<file path="src/rtl/bist_controller_if.sv">
// rtl/bist_controller_if.sv - BIST controller test-access and datapath control bundle
interface bist_controller_if #(
    parameter int SIG_W = 3
);
    logic             Start;
    logic             Abort;
    logic [SIG_W-1:0] Sig_in;
    logic             Lfsr_rst;
    logic             Seed_sel;
    logic             Tst_mode;
    logic             Misr_en;
    logic             Misr_clr;
    logic             Busy;
    logic             Done;
    logic             Pass;

    modport master (
        output Start, Abort, Sig_in,
        input  Lfsr_rst, Seed_sel, Tst_mode, Misr_en, Misr_clr, Busy, Done, Pass
    );

    modport slave (
        input  Start, Abort, Sig_in,
        output Lfsr_rst, Seed_sel, Tst_mode, Misr_en, Misr_clr, Busy, Done, Pass
    );
endinterface

</file>
<file path="src/rtl/bist_controller.sv">
// rtl/bist_controller.sv - LFSR/MISR built-in self-test run sequencer
module bist_controller #(
    parameter int               N_PAT1 = 7,
    parameter int               N_PAT2 = 7,
    parameter int               CNT_W  = 4,
    parameter int               SIG_W  = 3,
    parameter logic [SIG_W-1:0] GOLDEN = 3'b101
) (
    input  logic             CLK,
    input  logic             RST,
    bist_controller_if.slave bus
);

    typedef enum logic [2:0] {
        IDLE,
        INIT,
        PHASE1,
        PHASE2,
        FLUSH,
        COMPARE,
        DONE
    } state_t;

    // Terminal counts; N_PAT up to 2^CNT_W still fits once decremented.
    localparam logic [CNT_W-1:0] LAST1 = CNT_W'(N_PAT1 - 1);
    localparam logic [CNT_W-1:0] LAST2 = CNT_W'(N_PAT2 - 1);

    state_t             state;
    state_t             state_nxt;
    logic [CNT_W-1:0]   cnt;
    logic [CNT_W-1:0]   cnt_nxt;
    logic               pass_r;
    logic               pass_nxt;
    logic               abortable;

    // State, pattern counter and result register.
    always_ff @(posedge CLK) begin
        if (!RST) begin
            state  <= IDLE;
            cnt    <= '0;
            pass_r <= 1'b0;
        end else begin
            state  <= state_nxt;
            cnt    <= cnt_nxt;
            pass_r <= pass_nxt;
        end
    end

    // Next-state, counter and result update; Abort overrides everything in a live run.
    always_comb begin
        state_nxt = state;
        cnt_nxt   = cnt;
        pass_nxt  = pass_r;
        abortable = 1'b0;
        case (state)
            IDLE: begin
                cnt_nxt = '0;
                if (bus.Start) begin
                    state_nxt = INIT;
                    pass_nxt  = 1'b0;
                end
            end
            INIT: begin
                abortable = 1'b1;
                cnt_nxt   = '0;
                state_nxt = PHASE1;
            end
            PHASE1: begin
                abortable = 1'b1;
                if (cnt == LAST1) begin
                    cnt_nxt   = '0;
                    state_nxt = PHASE2;
                end else begin
                    cnt_nxt = cnt + CNT_W'(1);
                end
            end
            PHASE2: begin
                abortable = 1'b1;
                if (cnt == LAST2) begin
                    cnt_nxt   = '0;
                    state_nxt = FLUSH;
                end else begin
                    cnt_nxt = cnt + CNT_W'(1);
                end
            end
            FLUSH: begin
                abortable = 1'b1;
                state_nxt = COMPARE;
            end
            COMPARE: begin
                abortable = 1'b1;
                pass_nxt  = (bus.Sig_in == GOLDEN);
                state_nxt = DONE;
            end
            DONE: begin
                state_nxt = IDLE;
            end
            default: begin
                state_nxt = IDLE;
                cnt_nxt   = '0;
            end
        endcase

        if (bus.Abort && abortable) begin
            state_nxt = IDLE;
            cnt_nxt   = '0;
            pass_nxt  = 1'b0;
        end
    end

    // Moore decode of the datapath controls from the current state.
    always_comb begin
        bus.Lfsr_rst = 1'b1;
        bus.Seed_sel = 1'b1;
        bus.Tst_mode = 1'b0;
        bus.Misr_en  = 1'b0;
        bus.Misr_clr = 1'b0;
        bus.Busy     = 1'b0;
        bus.Done     = 1'b0;
        case (state)
            IDLE: begin
            end
            INIT: begin
                bus.Misr_clr = 1'b1;
                bus.Tst_mode = 1'b1;
                bus.Busy     = 1'b1;
            end
            PHASE1: begin
                bus.Lfsr_rst = 1'b0;
                bus.Tst_mode = 1'b1;
                bus.Misr_en  = 1'b1;
                bus.Busy     = 1'b1;
            end
            PHASE2, FLUSH: begin
                bus.Lfsr_rst = 1'b0;
                bus.Seed_sel = 1'b0;
                bus.Tst_mode = 1'b1;
                bus.Misr_en  = 1'b1;
                bus.Busy     = 1'b1;
            end
            COMPARE: begin
                bus.Busy = 1'b1;
            end
            DONE: begin
                bus.Done = 1'b1;
            end
            default: begin
            end
        endcase
    end

    // Result is a register, not a state decode, so it survives into IDLE.
    always_comb begin
        bus.Pass = pass_r;
    end

endmodule
</file>
<file path="src/flat_wrapper.sv">
// flat-port wrapper written by rule: the top's interface ports become plain ports
module bist_controller_flat 
#(
    parameter int               N_PAT1 = 7,
    parameter int               N_PAT2 = 7,
    parameter int               CNT_W  = 4,
    parameter int               SIG_W  = 3,
    parameter logic [SIG_W-1:0] GOLDEN = 3'b101
)
  (CLK, RST, bus_Start, bus_Abort, bus_Sig_in, bus_Lfsr_rst, bus_Seed_sel, bus_Tst_mode, bus_Misr_en, bus_Misr_clr, bus_Busy, bus_Done, bus_Pass);
  bist_controller_if #(.SIG_W(SIG_W)) bus_i ();
  input  logic CLK;
  input  logic RST;
  input wire logic [$bits(bus_i.Start)-1:0] bus_Start;
  input wire logic [$bits(bus_i.Abort)-1:0] bus_Abort;
  input wire logic [$bits(bus_i.Sig_in)-1:0] bus_Sig_in;
  output wire logic [$bits(bus_i.Lfsr_rst)-1:0] bus_Lfsr_rst;
  output wire logic [$bits(bus_i.Seed_sel)-1:0] bus_Seed_sel;
  output wire logic [$bits(bus_i.Tst_mode)-1:0] bus_Tst_mode;
  output wire logic [$bits(bus_i.Misr_en)-1:0] bus_Misr_en;
  output wire logic [$bits(bus_i.Misr_clr)-1:0] bus_Misr_clr;
  output wire logic [$bits(bus_i.Busy)-1:0] bus_Busy;
  output wire logic [$bits(bus_i.Done)-1:0] bus_Done;
  output wire logic [$bits(bus_i.Pass)-1:0] bus_Pass;
  assign bus_i.Start = bus_Start;
  assign bus_i.Abort = bus_Abort;
  assign bus_i.Sig_in = bus_Sig_in;
  assign bus_Lfsr_rst = bus_i.Lfsr_rst;
  assign bus_Seed_sel = bus_i.Seed_sel;
  assign bus_Tst_mode = bus_i.Tst_mode;
  assign bus_Misr_en = bus_i.Misr_en;
  assign bus_Misr_clr = bus_i.Misr_clr;
  assign bus_Busy = bus_i.Busy;
  assign bus_Done = bus_i.Done;
  assign bus_Pass = bus_i.Pass;
  bist_controller #(.N_PAT1(N_PAT1), .N_PAT2(N_PAT2), .CNT_W(CNT_W), .SIG_W(SIG_W), .GOLDEN(GOLDEN)) u_core (.CLK(CLK), .RST(RST), .bus(bus_i));
endmodule
</file>
<file path="config.mk">
export PLATFORM = sky130hd
export DESIGN_NAME = bist_controller_flat
export DESIGN_NICKNAME = d
export VERILOG_FILES = /design/src/rtl/bist_controller_if.sv /design/src/rtl/bist_controller.sv /design/src/flat_wrapper.sv
export SDC_FILE = /design/constraint.sdc
export NUM_CORES = 1
export LEC_CHECK = 0
export ABC_AREA = 1
export CORE_UTILIZATION = 39
export DETAILED_ROUTE_END_ITERATION = 8
export PLACE_DENSITY = 0.67
export SLEW_MARGIN = 20
export SYNTH_ARGS = -nofsm -noshare
export SYNTH_HDL_FRONTEND = slang
export SYNTH_SLANG_ARGS = --single-unit
</file>
<file path="constraint.sdc">
create_clock -name CLK -period 3.1 [get_ports CLK]
set_clock_uncertainty 0.05 [all_clocks]
set_input_delay 0.62 -clock CLK [delete_from_list [all_inputs] [get_ports CLK]]
set_output_delay 0.62 -clock CLK [all_outputs]
set_load 0.02 [all_outputs]
</file>
* Word-level counts from Yosys, hierarchy flattened
Cells that the tools add are included.
** Word-level totals
- Flip-flop bits (word level) :: 8
- Word-level logic and storage cells :: 43
- Output and inout port bits :: 8
** Cells by class
- Add/subtract/negate cells :: 1
- Multiplexer cells :: 15
- Bitwise logic cells :: 1
- Reduce and logical (&&, ||, !) cells :: 12
- Equal/unequal tests :: 11
** Operators by type and width (count)
- $pmux W3 S6 :: 1
- $eq A3 B3 Y1 const B :: 4
- $mux W3 :: 3
- $mux W1 :: 8
- $pmux W4 S2 :: 1
- $eq A3 B2 Y1 const B :: 2
- $reduce_or A2 Y1 :: 3
- $reduce_or A3 Y1 :: 2
- $reduce_or A5 Y1 :: 1
- $add A4 B1 Y4 const B :: 1
- $eq A4 B3 Y1 const B :: 1
- $mux W4 :: 1
- $ne A2 B1 Y1 const B :: 2
- $reduce_or A4 Y1 :: 1
- $eq A3 B1 Y1 const B :: 1
- $logic_not A3 Y1 :: 1
- $reduce_and A3 Y1 :: 1
- $ne A2 B2 Y1 const B :: 1
- $pmux W1 S2 :: 1
- $reduce_and A2 Y1 :: 1
- $reduce_bool A2 Y1 :: 1
- $logic_and A1 B1 Y1 :: 1
- $not A1 Y1 :: 1

* Longest topological paths before layout
- Depth in word-level cells :: 5
- Depth in mapped cells :: 8

* Worst setup path after synthesis
OpenSTA, ideal clock, no wires.
- Kind :: register -> output
- Start :: register u_core.state[0]
- End :: output bus_Tst_mode
- Data arrival time :: 1.306 ns
- Required time :: 2.430 ns
- Cell stages (with the launch flop) :: 6
- Setup slack :: 1.124 ns
- Buffers on the path :: 0
- Cell sequence :: dfxtp_1 > nor2_1 > nand2_1 > inv_1 > nor2_1 > o21ai_0
** Between the ends
- Longest elaborated chain between the ends :: 3
** Ends and longest elaborated chain
- start, declared :: line bist_controller.sv:28 : state_t state;
- start signal, assigned :: line bist_controller.sv:43 : state <= state_nxt;
- $eq A3 B1 Y1 (tied with other cells) :: line bist_controller.sv:120 : case (state)
- $reduce_or A4 Y1 (no line) (*)
- $mux W1 (*) :: line bist_controller.sv:120
- end, declared :: line flat_wrapper.sv:19 : output wire logic [$bits(bus_i.Tst_mode)-1:0] bus_Tst_mode;
Every way passes the cells marked *; elsewhere a longest branch is shown, timed or not.

* Worst setup path after layout
- Start :: register u_core.state[2]
- End :: output bus_Tst_mode
Same word-level chain as after synthesis.

==> flow_metrics.tcl <==
set metrics [dict create \
    slowest_delay_ns 0.62 \
    drt_iter0_drc 5 \
    diodes 0 \
    netlist_top_cells_area "dfxtp_1 31%, nor2_1 13%, nand3_1 11%" \
    rr_worst_depth 8 \
    ys.warnings.count 0 \
    synth_top_cell_area_share_pct 31.0 \
    antenna_found_initial 0 \
    htreeDepth 1 \
    routabilityCongestion 0.806 \
    postCtsSetupBuffers 0 \
    whs_ns 0.464 \
    grt_setup_unrepaired "no" \
    syn_to_final_growth_pct 32.7 \
    hpwlAfterDp_um 873 \
    gr-usage-met2_pct 27.5 \
    wl_mm 1.08 \
    fin_nets 105 \
    grt_pass1_vias 423 \
    setup_viol 0 \
    criticalPathCategory "reg2out" \
    cp_cell_sequence "nand2_1, inv_1, nor2_1, o21ai_0, clkdlybuf4s50_1" \
    pin_count 15 \
    grt_max_degree 13 \
    worstMarginPinSlew_ns 0.442 \
    ant_nets 0 \
    hold_path_class "reg2reg" \
    synth.distinct_cells 20 \
    critPathLaunchType "register" \
    grtUsageMet1_pct 25.3 \
    post-route-period-util_pct 81.4 \
    leakage_uw 0.000304 \
    die_w_um 38.4 \
    rows 12 \
    yosys-top-cells-count "18 x nor2_1, 12 x nand2_1, 11 x nand3_1, 10 x inv_1, 8 x dfxtp_1" \
    drt-vias-per-instance 4.81 \
    synth.avg_cell_area_sq_um 6.62 \
    coreArea_sq_um 1170 \
    grt_pass1_wl_mm 1.88 \
    synth.most_common_cell "nor2_1" \
    worstPathArrival_ns 1.85 \
    dieArea_sq_um 1470 \
    ctsResizeCount 0 \
    cap_violations 0 \
    synth_edf_count 0 \
    grtUsageMet3_pct 5.23 \
    gr-max-usage-layer "met2" \
    hold_depth 2 \
    maxSlewHeadroom_pct 70.5 \
    cp.required_ns 2.43 \
    endpoint_kind "primary output" \
    synthFlopType "dfxtp_1" \
    drv_slew 0 \
    dr.pass1.iters 2 \
    path_clk_slew_ns 0.06 \
    layout_min_cycle_time_ns 2.52 \
    syn_inst 78 \
    root_buffer "clkbuf_4" \
    clk_latency_ns 0.26 \
    cts.path.max_buffers 2 \
    hold_viol 0 \
    grt_usage_pct 19.0 \
    max_freq_ghz 0.396 \
    peakVddDrop_uv 430 \
    status "complete, no violations" \
    avgRoutedWirePerCell_um 9.97 \
    cts_tree "yes" \
    ys_seq_elements 8 \
    vias 519 \
    start_util_pct 44.1 \
    drcViolationCount 0 \
    synth_top_area_cell "dfxtp_1" \
    syn_area_sq_um 517 \
    gr-total-overflow 0 \
    ys_seq_area_share_pct 31.0 \
    synth_nets 87 \
    cp_slowest_cell "clkdlybuf4s50_1" \
    die_h_um 38.4 \
    drive_gt1_share_pct 8.51 \
    clock-sinks 8 \
    cts_buffers 3 \
    numPortBuffers 14 \
    async_flop_share_pct 0 \
    powerDensity_nw_per_um2 702 \
    cts_hold_buf 0 \
    setup_tns_ns 0 \
    critPathMaxFanout 12 \
]
## path summary, 6_finish.rpt
check / start / slack [ns] / to
min: u_core.bus.Pass$_SDFFE_PP0P_ / 0.46 / u_core.bus.Pass$_SDFFE_PP0P_
max: u_core.state[2]$_SDFFE_PP0P_ / 0.58 / bus_Tst_mode
min reg2reg: u_core.bus.Pass$_SDFFE_PP0P_ / 0.46 / u_core.bus.Pass$_SDFFE_PP0P_
max reg2reg: u_core.cnt[0]$_SDFFE_PP0N_ / 1.74 / u_core.state[0]$_SDFFE_PP0P_
## layout by cell type (no fill, tap or decap), drive strengths merged
cell,netlist,layout
a21oi,1,1
a31oi,1,1
and3,1,1
clkbuf,0,3
clkdlybuf4s50,0,14
dfxtp,8,8
ha,2,2
inv,11,11
nand2,14,14
nand3,11,11
nand3b,3,3
nand4,1,1
nor2,19,19
nor3,1,1
o211ai,1,1
o21ai,2,2
xor2,1,1
## layer usage
| layer | vias up | share of wire (%) |
|---|---|---|
| met2 | 11 | 43 |
| li1 | 282 | - |
| met3 | 2 | 3.3 |
| met4 | 0 | 1.0 |
| met1 | 224 | 52 |
| met5 | - | 0 |
## through the flow
stage / utilization (%) / cells / worst slack (ns) / total power [uW] / area, sq um
4_1_cts: 58.5 / 108 / 0.572 / 487 / 686
3_3_place_gp: 56.6 / 105 / 0.910 / 403 / 663
3_5_place_dp: 56.6 / 105 / 0.860 / 405 / 663
6_report: 58.5 / 108 / 0.578 / 481 / 686
5_1_grt: 58.5 / 108 / 0.454 / 520 / 686
2_1_floorplan: - / 78 / 1.12 / 305 / 517
## critical path, delay by kind of cell, from the launching register on
family | cells | cell delay [ns]
buffers and inverters | 2 | 0.72
AOI/OAI and AO/OA | 1 | 0.07
and+or+nand+nor | 2 | 0.22
DFF | 1 | 0.59
## where the power goes
part	switching, uW	internal, uW	total (uW)
logic	146	114	260
registers	23.4	118	142
clock network	35.1	44.3	79.4
total	205	277	481
## area by class of cell
type / instances / area (sq um)
well taps: 14 / 17.5
inverters: 11 / 41.3
clock buffers: 3 / 22.5
flip-flops and latches: 8 / 160
fillers: 134 / 485
multi-input cells: 58 / 304
repair buffers: 14 / 140
## flip-flops by register name (all words and copies together), names as in the netlist
register	count
u_core.bus.Pass	1
u_core.state	3
u_core.cnt	4
## cell families (layout without fill, tap and decap cells)
kind of cell,after synthesis,count (layout),share of synthesized area [%]
DFF,8,8,31.0
AOI/OAI and AO/OA,5,5,6.54
adders and majority gates,2,2,4.84
and+or+nand+nor,50,50,45.8
buffers and inverters,12,28,10.2
xor gates and xnor gates,1,1,1.70
(Power assumes the default switching activity.)
